[src/rtl/riscv_wb_pkg.sv]
// rtl/riscv_wb_pkg.sv - shared register-file write-back widths, source indices and helpers
package riscv_wb_pkg;

  localparam int REG_ADDR_W = 5;
  localparam int REG_DATA_W = 32;
  localparam int WB_NUM_REQ = 3;

  typedef enum logic [1:0] {
    WB_SRC_ALU = 2'd0,
    WB_SRC_LSU = 2'd1,
    WB_SRC_CSR = 2'd2
  } wb_src_e;

  // Round-robin successor of a source index.
  function automatic int wb_next_idx(input int idx, input int num_req);
    return (idx + 1) % num_req;
  endfunction

endpackage

[src/rtl/wb_rr_grant.sv]
// rtl/wb_rr_grant.sv - combinational round-robin pick: full vector + pointer -> one-hot grant and index
module wb_rr_grant #(
  parameter int NUM_REQ = 3,
  parameter int PTR_W   = 2
) (
  input  logic [NUM_REQ-1:0] full,
  input  logic [PTR_W-1:0]   ptr,
  output logic [NUM_REQ-1:0] grant,
  output logic [PTR_W-1:0]   grant_idx,
  output logic               grant_any
);

  always_comb begin
    int c;
    c         = 0;
    grant     = '0;
    grant_idx = '0;
    grant_any = 1'b0;
    // Scan ptr, ptr+1, ... wrapping; first full buffer wins.
    for (int k = 0; k < NUM_REQ; k++) begin
      c = (int'(ptr) + k) % NUM_REQ;
      if (!grant_any && full[c]) begin
        grant[c]  = 1'b1;
        grant_idx = PTR_W'(c);
        grant_any = 1'b1;
      end
    end
  end

endmodule

[src/rtl/regfile_wb_arbiter.sv]
// rtl/regfile_wb_arbiter.sv - round-robin write-back arbiter for the register file write port (option: WB_BYPASS_EN)
module regfile_wb_arbiter
  import riscv_wb_pkg::*;
#(
  parameter int NUM_REQ = WB_NUM_REQ,
  parameter int DATA_W  = REG_DATA_W,
  parameter int ADDR_W  = REG_ADDR_W
) (
  input  logic                      clk,
  input  logic                      rst,
  input  logic                      wb_stall,
  input  logic [NUM_REQ-1:0]        req_valid,
  output logic [NUM_REQ-1:0]        req_ready,
  input  logic [NUM_REQ*ADDR_W-1:0] req_rd,
  input  logic [NUM_REQ*DATA_W-1:0] req_data,
  output logic                      RegWriteEn,
  output logic [ADDR_W-1:0]         rd,
  output logic [DATA_W-1:0]         data,
`ifdef WB_BYPASS_EN
  input  logic [ADDR_W-1:0]         rs1_addr,
  input  logic [ADDR_W-1:0]         rs2_addr,
  input  logic [DATA_W-1:0]         rf_data_r1,
  input  logic [DATA_W-1:0]         rf_data_r2,
  output logic [DATA_W-1:0]         fwd_data_r1,
  output logic [DATA_W-1:0]         fwd_data_r2,
`endif
  output logic                      busy
);

  localparam int PTR_W = $clog2(NUM_REQ);

  logic [NUM_REQ-1:0] full;
  logic [ADDR_W-1:0]  buf_rd   [NUM_REQ];
  logic [DATA_W-1:0]  buf_data [NUM_REQ];
  logic [PTR_W-1:0]   ptr;

  logic [NUM_REQ-1:0] grant;
  logic [PTR_W-1:0]   grant_idx;
  logic               grant_any;
  logic               do_grant;

  wb_rr_grant #(
    .NUM_REQ (NUM_REQ),
    .PTR_W   (PTR_W)
  ) u_grant (
    .full      (full),
    .ptr       (ptr),
    .grant     (grant),
    .grant_idx (grant_idx),
    .grant_any (grant_any)
  );

  assign do_grant  = grant_any & ~wb_stall;
  assign req_ready = ~full;
  assign busy      = |full;

  always_ff @(posedge clk or negedge rst) begin
    if (!rst) begin
      full       <= '0;
      ptr        <= '0;
      RegWriteEn <= 1'b0;
      rd         <= '0;
      data       <= '0;
      for (int i = 0; i < NUM_REQ; i++) begin
        buf_rd[i]   <= '0;
        buf_data[i] <= '0;
      end
    end else begin
      RegWriteEn <= do_grant;
      if (do_grant) begin
        rd   <= buf_rd[grant_idx];
        data <= buf_data[grant_idx];
        ptr  <= PTR_W'(wb_next_idx(int'(grant_idx), NUM_REQ));
      end
      // Accept requires an empty buffer and drain requires a full one, so they never collide.
      for (int i = 0; i < NUM_REQ; i++) begin
        if (do_grant && grant[i]) begin
          full[i] <= 1'b0;
        end else if (req_valid[i] && !full[i] && (req_rd[i*ADDR_W +: ADDR_W] != '0)) begin
          full[i]     <= 1'b1;
          buf_rd[i]   <= req_rd[i*ADDR_W +: ADDR_W];
          buf_data[i] <= req_data[i*DATA_W +: DATA_W];
        end
      end
    end
  end

`ifdef WB_BYPASS_EN
  // x0 is hardwired zero, so a write to it must never be forwarded.
  assign fwd_data_r1 = (RegWriteEn && (rd == rs1_addr) && (rd != '0)) ? data : rf_data_r1;
  assign fwd_data_r2 = (RegWriteEn && (rd == rs2_addr) && (rd != '0)) ? data : rf_data_r2;
`endif

endmodule

[config.mk]
export PLATFORM = sky130hd
export DESIGN_NAME = regfile_wb_arbiter
export DESIGN_NICKNAME = d
export VERILOG_FILES = /design/src/rtl/riscv_wb_pkg.sv /design/src/rtl/wb_rr_grant.sv /design/src/rtl/regfile_wb_arbiter.sv
export SDC_FILE = /design/constraint.sdc
export NUM_CORES = 1
export LEC_CHECK = 0
export CAP_MARGIN = 20
export CORE_MARGIN = 4
export CORE_UTILIZATION = 51
export DETAILED_ROUTE_END_ITERATION = 10
export PLACE_DENSITY_LB_ADDON = 0.2
export SYNTH_ARGS = -nofsm -noshare
export SYNTH_HDL_FRONTEND = slang
export SYNTH_SLANG_ARGS = --single-unit
export TNS_END_PERCENT = 10
[constraint.sdc]
create_clock -name clk -period 3.6 [get_ports clk]
set_input_delay 0.36 -clock clk [delete_from_list [all_inputs] [get_ports clk]]
set_output_delay 0.36 -clock clk [all_outputs]
set_load 0.02 [all_outputs]
# After elaboration in Yosys (flattened, before gate mapping)
# Index checks and enable logic that the tools add are counted.
totals:
  ff_bits: 154
  input_bits: 117
classes:
  add_sub_neg: 3
  div_mod_pow: 4
  n_lt_le_gt_ge: 7
  n_mux: 36
  bitwise: 9
  n_reduce_logical: 29
op_table:
  columns: ["cell", "n"]
  rows:
  - ["32-bit by 1-bit greater-or-equal comparator with 1-bit output (second input constant)", 3]
  - ["32-bit by 4-bit < comparator with 1-bit output (second input constant)", 3]
  - ["32-bit by 3-bit modulo with 32-bit output (second input constant)", 3]
  - ["32-bit binary-select mux with 2-bit select", 1]
  - ["32-bit two-way mux", 2]
  - ["3-bit by 3-bit modulo with 32-bit output (second input constant)", 1]
  - ["1-bit two-way mux", 18]
  - ["5-bit nonzero test", 3]
  - ["1-bit logical AND", 14]
  - ["5-bit binary-select mux with 2-bit select", 1]
  - ["5-bit two-way mux", 2]
  - ["3-bit two-way mux", 3]
  - ["2-bit by 1-bit adder with 3-bit output (second input constant)", 2]
  - ["1-bit binary-select mux with 2-bit select", 3]
  - ["1-bit demux with 2-bit select", 3]
  - ["2-bit two-way mux", 3]
  - ["3-bit OR", 2]
  - ["2-bit AND reduction", 3]
  - ["2-bit nonzero test", 3]
  - ["1-bit zero test", 5]
  - ["1-bit NOT", 4]
  - ["2-bit by 2-bit adder with 3-bit output (second input constant)", 1]
  - ["3-bit greater-or-equal comparator (second input constant)", 1]
  - ["2-bit NOT with 3-bit output", 1]
  - ["other kinds (3)", 3]

# Depth between registers and ports, before layout
logic_depth:
  depth_word: 15
  mapped_depth: 12
  depth_no_buf: 9

# Hierarchy
# Synthesis repeated with hierarchy kept, for this count alone.
hier_totals:
  hier_cells: 579
  hier_area_um2: 7201.9
modules_own_cells:
  columns: ["mod", "instances", "cells_each", "area_per_inst_um2", "seq_area_each_um2"]
  rows:
  - ["regfile_wb_arbiter", 1, 527, 6820.3, 3853.7]
  - ["wb_rr_grant", 1, 52, 381.6, 0.0]

# Least setup slack after synthesis
# OpenSTA, ideal clock, no wires.
synth_timing:
  path_type: "register -> register"
  start: "register ptr[0]"
  end: "register buf_data[37] in the netlist's numbering"
  setup_ns: 0.125
  arrival_time_ns: 2.520
  required_ns: 3.475
  slack_ns: 0.955
  stages_incl_launch_ff: 12
  n_path_buf: 3
  cell_sequence: "dfrtp_1 > inv_1 > ha_1 > buf_6 > mux2_4 > a311o_1 > o2111ai_2 > a21oi_2 > or3_1 > buf_6 > buf_12 > mux2_4"
synth_between:
  elab_chain_len: 15
synth_rtl:
  columns: ["element", "line", "source"]
  rows:
  - ["from (decl)", "regfile_wb_arbiter.sv:35", "logic [PTR_W-1:0] ptr;"]
  - ["from (signal assigned)", "regfile_wb_arbiter.sv:73", "ptr <= PTR_W'(wb_next_idx(int'(grant_idx), NUM_REQ));"]
  - ["branches (longest 12 deep; another with 32-bit by 3-bit modulo with 32-bit output)", null, null]
  - ["1-bit logical AND *", "regfile_wb_arbiter.sv:77", "if (do_grant && grant[i]) begin"]
  - ["1-bit NOT (no line) *", null, null]
  - ["2-bit AND reduction (no line) *", null, null]
  - ["to (signal, indexed assignment)", "regfile_wb_arbiter.sv:82", "buf_data[i] <= req_data[i*DATA_W +: DATA_W];"]
  - ["to (decl)", "regfile_wb_arbiter.sv:34", "logic [DATA_W-1:0] buf_data [NUM_REQ];"]
# Mark *: on every way between the ends. The select of a mux whose other input is x is not followed.
# A chain may end at the register's enable or synchronous reset.

# Worst setup path in the final report
layout_timing:
  start: "register ptr[1]"
  end: "register buf_data[45] in the netlist's numbering"
# The elaborated chain is that of the path after synthesis.

==> results.txt <==
Crit path kind: reg2reg
Slowest stage delay, CP: 0.61 ns
Clock power frac: 19.4%
Clk buf depth: 2
Comb pwr share: 47.3%
Overall die width: 126 µm
Worst slew pin tran: 0.704 ns
Switching pwr: 3.59 mW
Largest net degree at the start of global routing: 80
DRT iter0 DRCs: 330
Crit-path cells: inv_1, ha_1, mux2i_1, o21ai_0, a22oi_2, a21oi_2, or3_2, buf_12, mux2_4
CP endpoint kind: flip-flop
Fraction of layout cells with a size suffix above 1: 23.9%
XOR/XNOR share of the synthesized area: 0%
Initial antenna violation count: 0
Int Power: 5.96 mW
Met3 wire len: 986 µm
Drt first pass iters: 6
Highest Signal Layer: met4
Starting Density: 52.7%
Distinct cell type count after synthesis: 46
R2r worst-path depth: 9
Vias: 4977
Final worst-path cycle share: 89.0%
Worst-case vdd ir drop: 0.537 mV
Setup TNS: 0 ns
Overflow after GRT: 0
Power Total: 9.55 mW
Metal-1 WL: 7.38 mm
Simple-gate share of the synthesized area: 6.88%
Worst Path Max Fanout: 27
Critical path launch point: ptr[1]
Pleak: 4.11 nW
Final wirelength: 17.1 mm
CTS tree: built
Vias per inst: 5.66
FF-to-FF Start: ptr[1]
Fin. Hold Viols: 0
Post-synth top flop: dfrtp_1
Worst EP required: 3.90 ns
Final instance area: 9410 µm²
Worst hold path type: reg2reg
Dominant cells by area after synthesis: dfrtp_1 55%, mux2_2 13%, mux2_4 6.6%
Port buffer count: 158
CTS Sinks: 154
Max-slew violation count: 0
# H-tree levels: 4
Die ar.: 15800 µm²
Rel. slew slack: 53.1%
Fin Hold WS: 0.503 ns
Skew-Pair Late Insertion Delay: 0.42 ns
Hold Path Origin: data[8]
Clock root cell: clkbuf_16
IO Count: 159
GRT Util Overall: 22.3%
Clk slew on worst S/H paths: 0.06 ns
Max-Cap Viols: 0
Net Count, Synth: 661
Final setup fails: 0
CTS Buf Count: 17
CP max-delay cell: or3_2
Syn Area/Cell: 13.1 µm²
Cell taking the most area after synthesis: dfrtp_1
Die H: 126 µm
Synth Area in Compound Gates: 8.56%
Register-to-register path setup slack: 0.39 ns
Post-CTS Setup Repair Bufs: 0
Yosys warning count: 0
Power per cell area: 1020 nW/µm²
Arr. time, crit path: 3.51 ns
Area Overhead vs Synth: 33.3%
Met2 WL: 8.32 mm
Nets: 812
Startpoint type of the worst setup path: flip-flop
Mapped cell area: 7060 µm²
Switching share of power: 37.6%
DP HPWL: 11.7 mm
RSZ-0062 raised after global routing: false
Number of global-route vias before repair: 5408
Post-synth ARST share: 100%
FF+latch count, synth: 154
Main combinational cell family by area after synthesis: multiplexers
DRC errors left: 0
Status: completed
Synth top area share: 54.6%
Final Non-Filler Cells: 879
Wire length per cell: 19.5 µm
Core Area: 13400 µm²
RR Endpoint: buf_data[45]
Top-count cell post-synth: dfrtp_1
Antenna-violating nets left: 0
Hold path depth: 2
Tmin final: 3.21 ns
Post-synth EDFFs: 0
Ant diodes: 0
GP Congestion: 0.866
Sequential cell area fraction in the yosys report: 54.6%
Worst clock skew: 0.00765 ns
Seq pwr share: 33.3%
# rows: 42
Top cells by instance count after synthesis: 154 x dfrtp_1, 81 x mux2_2, 47 x nand2_1
Fmax: 0.312 GHz
Synth Instances: 539
Critical Path End: buf_data[45]
Post-synthesis mux area share: 25.2%
Placed Instances: 846
Placed inst area: 8780 µm²
Fillers: 952
First-pass GRT wire length: 27.9 mm
Adder and majority gate portion of the synthesized area: 0.887%
registers in the layout, summed over array words and instances, names as in the netlist:
| signal | count |
|---|---|
| rd | 5 |
| data | 32 |
| buf_data | 96 |
| ptr | 2 |
| full | 3 |
| buf_rd | 15 |
| RegWriteEn | 1 |
stage by stage:
stage          util, %  worst slack, ns
2_1_floorplan        -            0.955
3_3_place_gp      65.5            0.541
3_5_place_dp      65.5            0.429
4_1_cts           70.2            0.407
5_1_grt           70.2            0.148
6_report          70.2            0.395
kinds of logic (layout without fill, tap and decap cells):
family / after synthesis / after routing
flip-flops: 154 / 154
AO/OA/AOI/OAI: 75 / 75
AND/OR/NAND/NOR: 104 / 104
multiplexers: 152 / 152
buffers and inverters: 49 / 213
adder cells (fa/ha/maj): 5 / 5
how the worst min path moves through the flow:
stage	to	slack [ns]
global placement	buf_data[95]	0.42
CTS	data[0]	0.50
finish	data[8]	0.50
floorplan	RegWriteEn	0.06
global route	buf_data[33]	0.51
detailed placement	buf_data[31]	0.43
routing by layer:
metal / up-vias / GRT usage [%]
met2: 162 / 36.3
met1: 2488 / 28.9
met3: 33 / 5.38
met4: 0 / 8.74
met5: - / 0
li1: 2294 / -
area by class of cell:
type / instances / area [µm²] / area share (%)
clock buffers: 17 / 425 / 4.52
clock inverters: 15 / 193 / 2.05
inverters: 8 / 30.0 / 0.319
multi-input cells: 336 / 2960 / 31.5
flip-flops and latches: 154 / 3850 / 41.0
well taps: 176 / 220 / 2.34
repair buffers: 173 / 1720 / 18.3
critical path, delay by kind of cell (launching register included):
kind / cells / cell delay, ns
fa+ha+maj: 1 / 0.46
flops: 1 / 0.40
compound gates: 3 / 0.65
mux: 2 / 0.59
buf+inv: 2 / 0.36
simple gates: 1 / 0.61
power by group through the flow:
| stage | registers, mW | clock network [mW] | logic (mW) |
|---|---|---|---|
| detailed placement | 3.20 | 0 | 4.52 |
| floorplan | 3.27 | 0 | 3.01 |
| CTS | 3.19 | 1.88 | 4.56 |
| global route | 3.29 | 1.94 | 4.95 |
| finish | 3.18 | 1.85 | 4.52 |
| global placement | 3.16 | 0 | 4.36 |
placed cells by master (no fill, tap or decap), drive strengths merged, types with 6 or more instances in the layout:
cell type | netlist | layout
clkdlybuf4s50 | 0 | 157
dfrtp | 154 | 154
mux2 | 112 | 112
nand2 | 47 | 47
mux2i | 40 | 40
nand3 | 38 | 38
o311ai | 37 | 37
clkbuf | 16 | 17
buf | 25 | 15
inv | 7 | 11
o21ai | 8 | 8
a21oi | 6 | 6
repair_timing:
action	CTS	global route
setup endpoints to repair	0	0
hold buffers	1	0
resized for setup	0	0
hold endpoints to repair	70	0
(Power assumes the default switching activity.)
